[src/rtl/qc_addr_gen_pkg.sv]
// Shared types and helpers for the QC-LDPC multi-channel address generator.
package qc_addr_gen_pkg;

   typedef enum logic [1:0] {
      IDLE = 2'd0,
      RUN  = 2'd1,
      DONE = 2'd2
   } state_t;

   // Width needed to hold circulant sizes 0..max_z.
   function automatic int zw_of(input int max_z);
      return $clog2(max_z + 1);
   endfunction

   // Bit offset of channel c inside a packed per-channel bus with field width w.
   function automatic int ch_lo(input int c, input int w);
      return c * w;
   endfunction

endpackage

[src/rtl/qc_wrap_cnt.sv]
// Modulo-z_len circulant offset counter for one channel.
// Reverse stepping exists only when QC_ADDR_GEN_REVERSE_EN is defined.
module qc_wrap_cnt #(
   parameter int ZW = 7
) (
   input  logic          clk,
   input  logic          reset,
   input  logic          enable,
   input  logic          load,
   input  logic          step,
   input  logic [ZW-1:0] load_val,
   input  logic [ZW-1:0] z_len,
`ifdef QC_ADDR_GEN_REVERSE_EN
   input  logic          reverse,
`endif
   output logic [ZW-1:0] off
);

   logic [ZW-1:0] top;
   logic [ZW-1:0] off_n;

   assign top = z_len - ZW'(1);

   always_comb begin
      off_n = off;
      if (load) begin
         off_n = load_val;
      end else if (step) begin
`ifdef QC_ADDR_GEN_REVERSE_EN
         if (reverse) begin
            off_n = (off == '0) ? top : off - ZW'(1);
         end else begin
            off_n = (off == top) ? '0 : off + ZW'(1);
         end
`else
         off_n = (off == top) ? '0 : off + ZW'(1);
`endif
      end
   end

   always_ff @(posedge clk) begin
      if (!reset) begin
         off <= '0;
      end else if (enable) begin
         off <= off_n;
      end
   end

endmodule

[src/rtl/qc_addr_gen.sv]
// Multi-channel QC-LDPC circulant address generator (valid/ready stream).
// Optional backward sweep via QC_ADDR_GEN_REVERSE_EN (adds the reverse input).
module qc_addr_gen
   import qc_addr_gen_pkg::*;
#(
   parameter int NUM_BITS = 8,
   parameter int NUM_CH   = 4,
   parameter int MAX_Z    = 64,
   localparam int ZW      = zw_of(MAX_Z)
) (
   input  logic                       clk,
   input  logic                       reset,
   input  logic                       enable,
   input  logic                       start,
   input  logic [ZW-1:0]              z_len,
   input  logic [NUM_CH*NUM_BITS-1:0] base_addr,
   input  logic [NUM_CH*ZW-1:0]       shift,
`ifdef QC_ADDR_GEN_REVERSE_EN
   input  logic                       reverse,
`endif
   input  logic                       addr_ready,
   output logic                       addr_valid,
   output logic [NUM_CH*NUM_BITS-1:0] address,
   output logic [ZW-1:0]              index,
   output logic                       last,
   output logic                       busy,
   output logic                       done,
   output logic                       err
);

   state_t                     state, state_n;
   logic [ZW-1:0]              zl;
   logic [ZW-1:0]              k;
   logic [NUM_CH*NUM_BITS-1:0] base_q;
   logic [ZW-1:0]              off      [NUM_CH];
   logic [ZW-1:0]              load_val [NUM_CH];
   logic [NUM_CH-1:0]          shift_bad;
   logic                       z_bad;
   logic                       is_last;
   logic                       load;
   logic                       step;
   logic                       err_set;
`ifdef QC_ADDR_GEN_REVERSE_EN
   logic                       rev_q;
`endif

   assign z_bad   = (z_len == '0) || (z_len > ZW'(MAX_Z));
   assign is_last = (k == zl - ZW'(1));

   // IDLE and DONE share start handling so a start in DONE chains straight into RUN.
   always_comb begin
      state_n = state;
      load    = 1'b0;
      step    = 1'b0;
      err_set = 1'b0;
      unique case (state)
         IDLE, DONE: begin
            state_n = IDLE;
            if (start) begin
               if (z_bad) begin
                  err_set = 1'b1;
               end else begin
                  load    = 1'b1;
                  err_set = |shift_bad;
                  state_n = RUN;
               end
            end
         end
         RUN: begin
            if (addr_ready) begin
               if (is_last) begin
                  state_n = DONE;
               end else begin
                  step = 1'b1;
               end
            end
         end
         default: state_n = IDLE;
      endcase
   end

   always_ff @(posedge clk) begin
      if (!reset) begin
         state  <= IDLE;
         zl     <= '0;
         k      <= '0;
         base_q <= '0;
         err    <= 1'b0;
`ifdef QC_ADDR_GEN_REVERSE_EN
         rev_q  <= 1'b0;
`endif
      end else if (enable) begin
         state <= state_n;
         if (load) begin
            zl     <= z_len;
            base_q <= base_addr;
            k      <= '0;
`ifdef QC_ADDR_GEN_REVERSE_EN
            rev_q  <= reverse;
`endif
         end else if (step) begin
            k <= k + ZW'(1);
         end
         if (err_set) begin
            err <= 1'b1;
         end
      end
   end

   for (genvar c = 0; c < NUM_CH; c++) begin : g_ch
      logic [ZW-1:0] sh;

      assign sh           = shift[ch_lo(c, ZW) +: ZW];
      assign shift_bad[c] = (sh >= z_len);
      assign load_val[c]  = shift_bad[c] ? '0 : sh;

      qc_wrap_cnt #(
         .ZW(ZW)
      ) u_cnt (
         .clk      (clk),
         .reset    (reset),
         .enable   (enable),
         .load     (load),
         .step     (step),
         .load_val (load_val[c]),
         .z_len    (zl),
`ifdef QC_ADDR_GEN_REVERSE_EN
         .reverse  (rev_q),
`endif
         .off      (off[c])
      );

      assign address[ch_lo(c, NUM_BITS) +: NUM_BITS] =
         base_q[ch_lo(c, NUM_BITS) +: NUM_BITS] + NUM_BITS'(off[c]);
   end

   // Outputs decode only registered state, so no input reaches an output combinationally.
   assign addr_valid = (state == RUN);
   assign busy       = (state != IDLE);
   assign done       = (state == DONE);
   assign last       = (state == RUN) && is_last;
   assign index      = k;

endmodule

[config.mk]
export PLATFORM = sky130hd
export DESIGN_NAME = qc_addr_gen
export DESIGN_NICKNAME = d
export VERILOG_FILES = /design/src/rtl/qc_addr_gen_pkg.sv /design/src/rtl/qc_wrap_cnt.sv /design/src/rtl/qc_addr_gen.sv
export SDC_FILE = /design/constraint.sdc
export NUM_CORES = 1
export LEC_CHECK = 0
export ABC_CLOCK_PERIOD_IN_PS = 2800
export BUFFER_PORTS_ARGS = -buffer_cell sky130_fd_sc_hd__buf_4
export CELL_PAD_IN_SITES_DETAIL_PLACEMENT = 1
export CELL_PAD_IN_SITES_GLOBAL_PLACEMENT = 1
export CORE_MARGIN = 1
export CORE_UTILIZATION = 35
export CTS_CLUSTER_DIAMETER = 150
export DETAILED_ROUTE_END_ITERATION = 7
export HOLD_SLACK_MARGIN = 0.06
export PLACE_DENSITY = 0.82
export SLEW_MARGIN = 20
export SYNTH_ARGS = -nofsm -noshare
export SYNTH_HDL_FRONTEND = slang
export SYNTH_SLANG_ARGS = --single-unit
[constraint.sdc]
create_clock -name clk -period 2.8 [get_ports clk]
set_input_delay 0.28 -clock clk [delete_from_list [all_inputs] [get_ports clk]]
set_output_delay 0.28 -clock clk [all_outputs]
set_load 0.02 [all_outputs]
; ---- After elaboration in Yosys (flattened, before gate mapping)
; Cells that the tools add are included.
[totals]
mem_bits_ro = 0
in_bits = 72
latch_bits = 0
regBits = 77
out_inout_bits = 44
memories = 0
wordCells = 77
ram_bits = 0
[classes]
shifts = 0
n_bitwise = 0
n_reduce_logical = 12
div = 0
n_mux = 32
n_lt_le_gt_ge = 5
mul = 0
eq_ne = 9
add_sub_neg = 10
[op_table]
columns = operator, count
row1 = $mux 7, 18
row2 = $add 7x1->7 const B, 5
row3 = $eq 7x7->1, 5
row4 = $add 8x7->8, 4
row5 = $ge 7x7->1, 4
row6 = $mux 1, 11
row7 = $gt 7x7->1 const B, 1
row8 = $logic_not 7->1, 1
row9 = $sub 7x1->7 const B, 1
row10 = $reduce_and 2->1, 3
row11 = $mux 2, 2
row12 = $pmux 2 s2, 1
row13 = $reduce_bool 2->1, 2
row14 = $reduce_or 4->1, 1
row15 = $reduce_and 3->1, 1
row16 = $eq 2x1->1 const B, 1
row17 = $eq 2x2->1 const B, 1
row18 = $logic_not 2->1, 1
row19 = $ne 2x1->1 const B, 1
row20 = $ne 2x2->1 const B, 1
row21 = $reduce_or 2->1, 1
row22 = $logic_and 1x1->1, 1
row23 = $logic_or 1x1->1, 1

; ---- Longest topological paths before layout
; Gate-level depths: netlist of the first run.
[depth]
ltp_word = 7
mapped_depth = 13
ltp_nobuf = 9

; ---- Hierarchy
; From an unflattened synthesis of the first run, not the netlist that was laid out.
[hier_totals]
cells_unflattened = 904
hier_area_um2 = 6972.9
[modules_own_cells]
columns = mod, area_per_inst_um2, instances, seq_area_each_um2, cells_per_inst
row1 = qc_addr_gen, 3985.1, 1, 980.9, 507
row2 = qc_wrap_cnt (g_ch[0].u_cnt ...), 745.7, 3, 140.1, 99
row3 = qc_wrap_cnt (g_ch[3].u_cnt), 750.7, 1, 140.1, 100

; ---- Worst setup path before layout of the first run
; Ideal clock, no wire load.
[synth_path]
path_type = register -> register
from = reg zl[0]
to = reg g_ch[1].u_cnt.off[5]
path_buffers = 3
slack_ps = 152
required_ps = 2726
arrival_time_ps = 2574
path_stages_with_launch = 13
setup_ps = 74
path_cell_list = dfxtp_1 > buf_2 > inv_1 > ha_1 > buf_2 > nor2b_1 > nand2_2 > xnor2_1 > o31a_4 > nor2_4 > buf_6 > or4_1 > a31oi_1
[synth_via]
elab_chain_len = 7
[synth_lines]
columns = item, line_no
row1 = "start, declared", qc_addr_gen.sv:32  ; logic [ZW-1:0] zl;
row2 = "start signal, assigned", qc_addr_gen.sv:95  ; zl <= z_len;
row3 = $sub 7x1->7 (*), "qc_wrap_cnt.sv:22, qc_addr_gen.sv:48"
row4 = $eq 7x7->1, qc_addr_gen.sv:48  ; assign is_last = (k == zl - ZW'(1));
row5 = $mux 1, qc_addr_gen.sv:71  ; if (is_last) begin
row6 = $mux 1, qc_addr_gen.sv:70  ; if (addr_ready) begin
row7 = $mux 1, qc_addr_gen.sv:56  ; unique case (state)
row8 = $reduce_bool 2->1 (no source line), n/a
row9 = $reduce_and 2->1 (no source line), n/a
row10 = "end signal, assigned", qc_wrap_cnt.sv:45  ; off <= off_n;
row11 = "end, declared", qc_wrap_cnt.sv:16  ; output logic [ZW-1:0] off
; Every way passes the cells marked *; elsewhere a longest branch is shown, timed or not. The select of a mux whose other input is x is not followed.
; A chain may end at the register's enable or synchronous reset.

; ---- Worst setup path in the final report of the first run
[layout_path]
from = reg zl[1]
to = reg k[3], in the netlist index[3]
[layout_via]
elab_chain_len = 7
[layout_lines]
columns = item, line_no
row1 = $sub 7x1->7, qc_addr_gen.sv:48
row2 = $eq 7x7->1, qc_addr_gen.sv:48
row3 = $mux 1, qc_addr_gen.sv:71
row4 = $mux 1, qc_addr_gen.sv:70
row5 = $mux 1, qc_addr_gen.sv:56
row6 = $reduce_bool 2->1 (no source line), n/a
row7 = $reduce_and 2->1 (no source line), n/a
row8 = "end signal, assigned", qc_addr_gen.sv:102  ; k <= k + ZW'(1);
row9 = "end, declared", qc_addr_gen.sv:33  ; logic [ZW-1:0] k;
; Every way passes these cells.

==> results of run 1 <==
[state kept, by name (all words and copies together) (netlist names)]
| register | count |
|---|---|
| base_q | 32 |
| err | 1 |
| g_ch.u_cnt.off | 28 |
| index | 7 |
| state | 2 |
| zl | 7 |
[synthesized netlist by cell type (5+ instances only)]
cell      number  share of area
nand4_1        7         0.0072
buf_6          7          0.013
o22ai_1        5         0.0051
and2_1         5         0.0051
nand3_1       31          0.025
a21oi_1       93          0.076
nor2b_1       11          0.011
a31oi_1        9         0.0092
o21bai_1       8         0.0099
xnor3_1        9          0.033
nand2b_1       9         0.0092
a22oi_1        7         0.0086
o21ai_1       10         0.0082
buf_2         10         0.0082
o21ai_0       19          0.016
nand2_1      110          0.068
inv_1         42          0.026
or2_2          6         0.0062
xor2_1        20          0.029
nor2_1        32          0.020
o21a_1         7         0.0086
a221oi_1       5         0.0072
a21o_1        17          0.021
clkbuf_1      21          0.013
a211oi_1       7         0.0086
nor3_1         8         0.0066
ha_1          62           0.13
dfxtp_1       77           0.25
or3_1          5         0.0051
and3_1         8         0.0082
xnor2_1       32          0.046
[repair_timing]
item,4_1_cts,5_1_grt
hold endpoints to repair,0,0
setup endpoints to repair,0,7
hold buffers,0,0
gates resized for setup,0,6
[kinds of logic (layout without fill, tap and decap cells)]
family / count (synthesis) / in the layout / synth area share
adders and majority gates: 66 / 66 / 0.141
AOI/OAI and AO/OA: 213 / 213 / 0.222
xor gates and xnor gates: 61 / 61 / 0.108
DFF: 77 / 77 / 0.253
buffers and inverters: 82 / 215 / 0.0618
and+or+nand+nor: 260 / 260 / 0.214
[through the flow]
step,setup TNS [ns],cells
finish,0,1112
global route,-0.00327,1112
CTS,0,1112
detailed placement,0,1096
global placement,0,1096
floorplan,0,759
[final cells by class]
type,count,share of cell area
Clock buffer,9,0.0292
Clock inverter,7,0.0157
Inverter,43,0.0209
Multi-Input combinational cell,600,0.545
Sequential cell,77,0.200
Tap cell,220,0.0357
Timing Repair Buffer,156,0.154
[worst max path at each step]
| stage | from | end | cells past startpoint |
|---|---|---|---|
| global placement | z_len[0] | g_ch[3].u_cnt.off[2] | 9 |
| global route | zl[1] | index[3] | 11 |
| CTS | zl[1] | last | 8 |
| detailed placement | z_len[0] | index[3] | 10 |
| floorplan | zl[0] | g_ch[1].u_cnt.off[5] | 12 |
| finish | zl[1] | index[3] | 11 |
[power breakdown]
| group | switching (W) | internal (W) | total [W] |
|---|---|---|---|
| clock | 0.000526 | 0.000877 | 0.00140 |
| sequential | 0.0000414 | 0.00113 | 0.00117 |
| combinational | 0.000403 | 0.000333 | 0.000736 |
[placed cells by master (no fill, tap or decap), types with 6 or more instances in the layout]
cell type / instances
a211oi_1: 7
a21o_1: 17
a21oi_1: 92
a22oi_1: 7
a31oi_1: 9
and3_1: 7
buf_4: 155
clkbuf_16: 9
dfxtp_1: 75
ha_1: 62
inv_1: 42
nand2_1: 110
nand2b_1: 9
nand3_1: 31
nand4_1: 7
nor2_1: 32
nor2b_1: 11
nor3_1: 7
o21a_1: 7
o21ai_0: 19
o21ai_1: 10
o21bai_1: 8
or2_2: 6
xnor2_1: 30
xnor3_1: 9
xor2_1: 20
[worst reg2reg max path: cells and delay by family (launching register included)]
kind | cells | cell delay [ns]
AOI/OAI and AO/OA | 3 | 0.70
buffers and inverters | 3 | 0.42
xor gates and xnor gates | 2 | 0.42
and+or+nand+nor | 2 | 0.42
DFF | 1 | 0.41
adders and majority gates | 1 | 0.27
[per-layer routing]
| metal | routed length, µm | share of wire | GRT usage |
|---|---|---|---|
| met1 | 9070 | 0.46 | 0.299 |
| met2 | 9390 | 0.47 | 0.384 |
| met3 | 1110 | 0.056 | 0.0348 |
| met4 | 230 | 0.012 | 0.0739 |
| met5 | 0 | 0 | 0 |
==> flow_summary.yaml, run 1 <==
status:
  status: "finished, final reports clean"
setup_path:
  critPathLaunchType: "flop"
  crit_fanout: 11
  critPathMaxStageDelay_ns: 0.47
  critPathKind: "reg -> reg"
  rr_endpoint: "index[3]"
  crit_slowest_cell: "o31a_4"
  cp.required_ns: 3.10
  reg2regPathDepth: 11
  endpoint_kind: "flop"
  worst-path-buf-inv: 3
  r2r-start: "zl[1]"
  cp.arrival_ns: 3.00
  cp_cell_sequence: "inv_1 > ha_1 > xnor2_2 > xor2_1 > nand4_1 > o31a_4 > nor2_4 > buf_4 > buf_4 > o21a_1 > o21a_1"
  ff2ff_setup_slack_ns: 0.10
  cpLargestDelayFamily: "compound AO/OA/AOI/OAI gates"
sta:
  finalSetupViolCount: 0
  setup_slack_ns: 0.102
  fmax_mhz: 371
  finalCriticalPeriod_ns: 2.70
  tightest_slew_ns: 0.497
  drv_slew: 0
  skew_ns: 0.0101
  max-slew-margin-rel: 0.668
  fin_crit_sh: 0.964
  holdWs_ns: 0.164
  hold_violations: 0
floorplanning:
  num_rows: 47
  die_x_um: 134
  die_y_um: 134
  ioPinCount: 116
  die_area_um2: 17900
  initial_utilization: 0.363
  core_area_um2: 16800
worst_hold_path:
  hold_start: "base_addr[12]"
  hold_depth: 3
  hp-class: "in -> reg"
  holdPathEnd: "base_q[12]"
final_layout:
  seq_area_um2: 1540
  fillers: 2062
  fin_area_um2: 7710
  area_delta_synth_final_pct: 26.6
  n_antenna_cell: 0
  multi_input_area_um2: 4200
  drive_above_1_share: 0.225
  post-route-util: 0.460
  finalNetCount: 1025
global_routing:
  grt_use_total: 0.229
  grt_pass1_vias: 6135
  grt_max_degree: 28
  antenna_found_initial: 0
  grt_pass1_wl_um: 32000
  grt-ovfl-total: 0
cts:
  post_cts_buffers: 0
  tritoncts: "built"
  clkTransAtPathRegs_ns: 0.06
  cts.sinks: 77
  clock_path_buffers: 2
  worstSkewPairLatency_ns: 0.36
  root_buffer: "clkbuf_16"
  h-tree-depth: 3
  cts-buffers-inserted: 9
synth:
  ys_ff_latch: 77
  synthArstFlopShare: 0
  synth_fp_nets: 897
  netlist_instances: 759
  ys_types: 69
  yosysSeqAreaShare: 0.253
  synth-edff-count: 0
  synth_ff_type: "dfxtp_1"
  synth_area_um2: 6090
  synth_warnings: 0
  postSynthAreaPerCell_um2: 8.02
drt:
  wirelength_um: 19800
  vias: 6073
  avgViaCountPerCell: 5.46
  drtAntennaViolNets: 0
  first_iter_violations: 329
  wl_per_cell_um: 17.8
  route.detailed.drc: 0
  first_pass_iters: 5
placed_design:
  gp_congestion: 0.897
  dp_hpwl_um: 15200
  place.port_buffers: 115
  postPlaceCellArea_um2: 7340
  pre_cts_slack_ns: 0.129
pwr:
  finalPower_w: 0.00331
  vdd_drop_max_mv: 0.314
  powerDensity_nw_per_um2: 430
  power.leakage_nw: 3.51
job:
  drv_cap: 0
No activity file was read; power rests on OpenSTA's default activity.
==> run 2, diff against run 1 <==
--- a/config.mk
+++ b/config.mk
@@ -13,6 +13,7 @@
 export CORE_UTILIZATION = 35
 export CTS_CLUSTER_DIAMETER = 150
 export DETAILED_ROUTE_END_ITERATION = 7
+export GPL_TIMING_DRIVEN = 0
 export HOLD_SLACK_MARGIN = 0.06
 export PLACE_DENSITY = 0.82
 export SLEW_MARGIN = 20
==> run 2 against run 1 <==
Final cell count increased by 0.36%; critical path depth is 1 higher; total power is 2.7% lower; flip-flop and latch count unchanged; sequential power hardly changed; die area unchanged; largest power group unchanged.
==> flow_summary.yaml, run 2 (synthesized netlist as in run 1, its figures left out) <==
status:
  status: "finished, final reports clean"
setup_path:
  critPathLaunchType: "flop"
  critPathKind: "reg -> reg"
  cp_cell_sequence: "buf_6 > inv_2 > ha_4 > nor3b_4 > xnor2_1 > nand4_1 > buf_4 > o31ai_4 > nand2_2 > buf_4 > a32o_1 > o21a_1"
  endpoint_kind: "flop"
  critPathMaxStageDelay_ns: 0.31
  crit_fanout: 10
  worst-path-buf-inv: 4
  cpLargestDelayFamily: "compound AO/OA/AOI/OAI gates"
  cp.required_ns: 3.05
  critPathMostFrequentCell: "buf_4"
  cp.arrival_ns: 3.03
  crit_slowest_cell: "dfxtp_1"
floorplanning:
  die_area_um2: 17900
  num_rows: 47
  die_y_um: 134
  initial_utilization: 0.363
  die_x_um: 134
  ioPinCount: 116
  core_area_um2: 16800
sta:
  fmax_mhz: 360
  skew_ns: 0.00741
  finalCriticalPeriod_ns: 2.78
  finalSetupViolCount: 0
  fin_crit_sh: 0.992
  drv_slew: 0
  hold_violations: 0
  max-slew-margin-rel: 0.499
  tightest_slew_ns: 0.751
global_routing:
  grt_max_degree: 14
  antenna_found_initial: 0
  grt_pass1_vias: 6069
  grt_use_total: 0.239
  grt-ovfl-total: 0
  grt_pass1_wl_um: 32700
final_layout:
  n_antenna_cell: 0
  regMostFlops: "base_q"
  fillers: 2089
  post-route-util: 0.461
  largest_reg_flops: 32
  seq_area_um2: 1550
  drive_above_1_share: 0.220
  finalNetCount: 1029
  final_common_cell: "buf_4"
  multi_input_area_um2: 4270
  final_cell_mix: "buf_4 (126), nand2_1 (109), a21oi_1 (92)"
  area_delta_synth_final_pct: 26.9
  reg_top3: "base_q (32), g_ch.u_cnt.off (28)"
  final_cells: 1116
  fin_area_um2: 7730
pwr:
  powerDensity_nw_per_um2: 417
  finalPower_w: 0.00322
  vdd_drop_max_mv: 0.309
  power.leakage_nw: 3.48
cts:
  clkTransAtPathRegs_ns: 0.07
  tritoncts: "built"
  cts_hold_buf: 0
  cts.sinks: 77
  root_buffer: "clkbuf_16"
  clock_path_buffers: 2
  cts-buffers-inserted: 9
  h-tree-depth: 3
  worstSkewPairLatency_ns: 0.36
drt:
  first_pass_iters: 4
  first_iter_violations: 358
  avgViaCountPerCell: 5.53
  wl_per_cell_um: 19.1
  route.detailed.drc: 0
  drtAntennaViolNets: 0
  wirelength_um: 21300
  vias: 6174
placed_design:
  postPlaceCellArea_um2: 7220
  gp_congestion: 0.899
  place.port_buffers: 114
  dp_cells: 1093
  dp_hpwl_um: 15900
job:
  drv_cap: 0
worst_hold_path:
  hp-class: "in -> reg"
==> run 2: changes by cell type in the layout (fill, tap and decap cells not counted), moves of 2 or more <==
| cell | change |
|---|---|
| buf_8 | +2 |
| buf_6 | +7 |
| clkinv_2 | +2 |
| buf_4 | -29 |
| dfxtp_1 | -3 |
| buf_2 | +7 |
| inv_6 | -2 |
| dfxtp_2 | +3 |
| clkbuf_1 | +17 |
| clkinvlp_4 | +2 |
==> run 2: worst paths after layout <==
kind | slack [ns] | to | start | cells after the start
min | 0.16 | base_q[12] | base_addr[12] | 3
max | 0.02 | g_ch[0].u_cnt.off[4] | zl[0] | 12
min reg2reg | 0.46 | base_q[16] | base_q[16] | 2
max reg2reg | 0.02 | g_ch[0].u_cnt.off[4] | zl[0] | 12
==> run 2: repair_timing <==
item	4_1_cts	5_1_grt
endpoints found under the setup margin	36	39
resized for setup	11	19
pin swaps	3	7
buffers inserted	4	7
hold endpoints to repair	0	0
==> run 2: layout make-up <==
class | count | share of cell area
sequential | 77 | 0.200
clock buffer | 9 | 0.0291
multi-input combinational | 600 | 0.553
buffer | 35 | 0.0280
timing repair buffer | 125 | 0.122
inverter | 43 | 0.0209
tap | 220 | 0.0356
clock inverter | 7 | 0.0117
==> run 2: per-layer routing <==
layer / part of all wire / global-route usage
met4: 0.026 / 0.0979
met2: 0.47 / 0.390
met1: 0.45 / 0.314
met3: 0.060 / 0.0340
met5: 0 / 0
==> run 2: through the flow <==
| step | setup slack [ns] | hold slack, ns | TNS (ns) |
|---|---|---|---|
| final | 0.0236 | 0.164 | 0 |
| after global routing | -0.0952 | 0.175 | -1.09 |
| after CTS | 0.000253 | 0.162 | 0 |
| after detailed placement | -0.663 | 0.454 | -16.99 |
| after global placement | -0.593 | 0.448 | -13.97 |
| after floorplan | 0.152 | 0.416 | 0 |
==> run 2: power breakdown <==
group	total, W	internal (W)	switching, W
clock	0.00129	0.000776	0.000519
sequential	0.00118	0.00113	0.0000456
combinational	0.000751	0.000330	0.000421
total	0.00322	0.00224	0.000986
==> run 2: worst min-delay path, cell delays in order <==
cell and delay (ns):
buf_4 0.11, nand2_1 0.04, a21oi_1 0.05
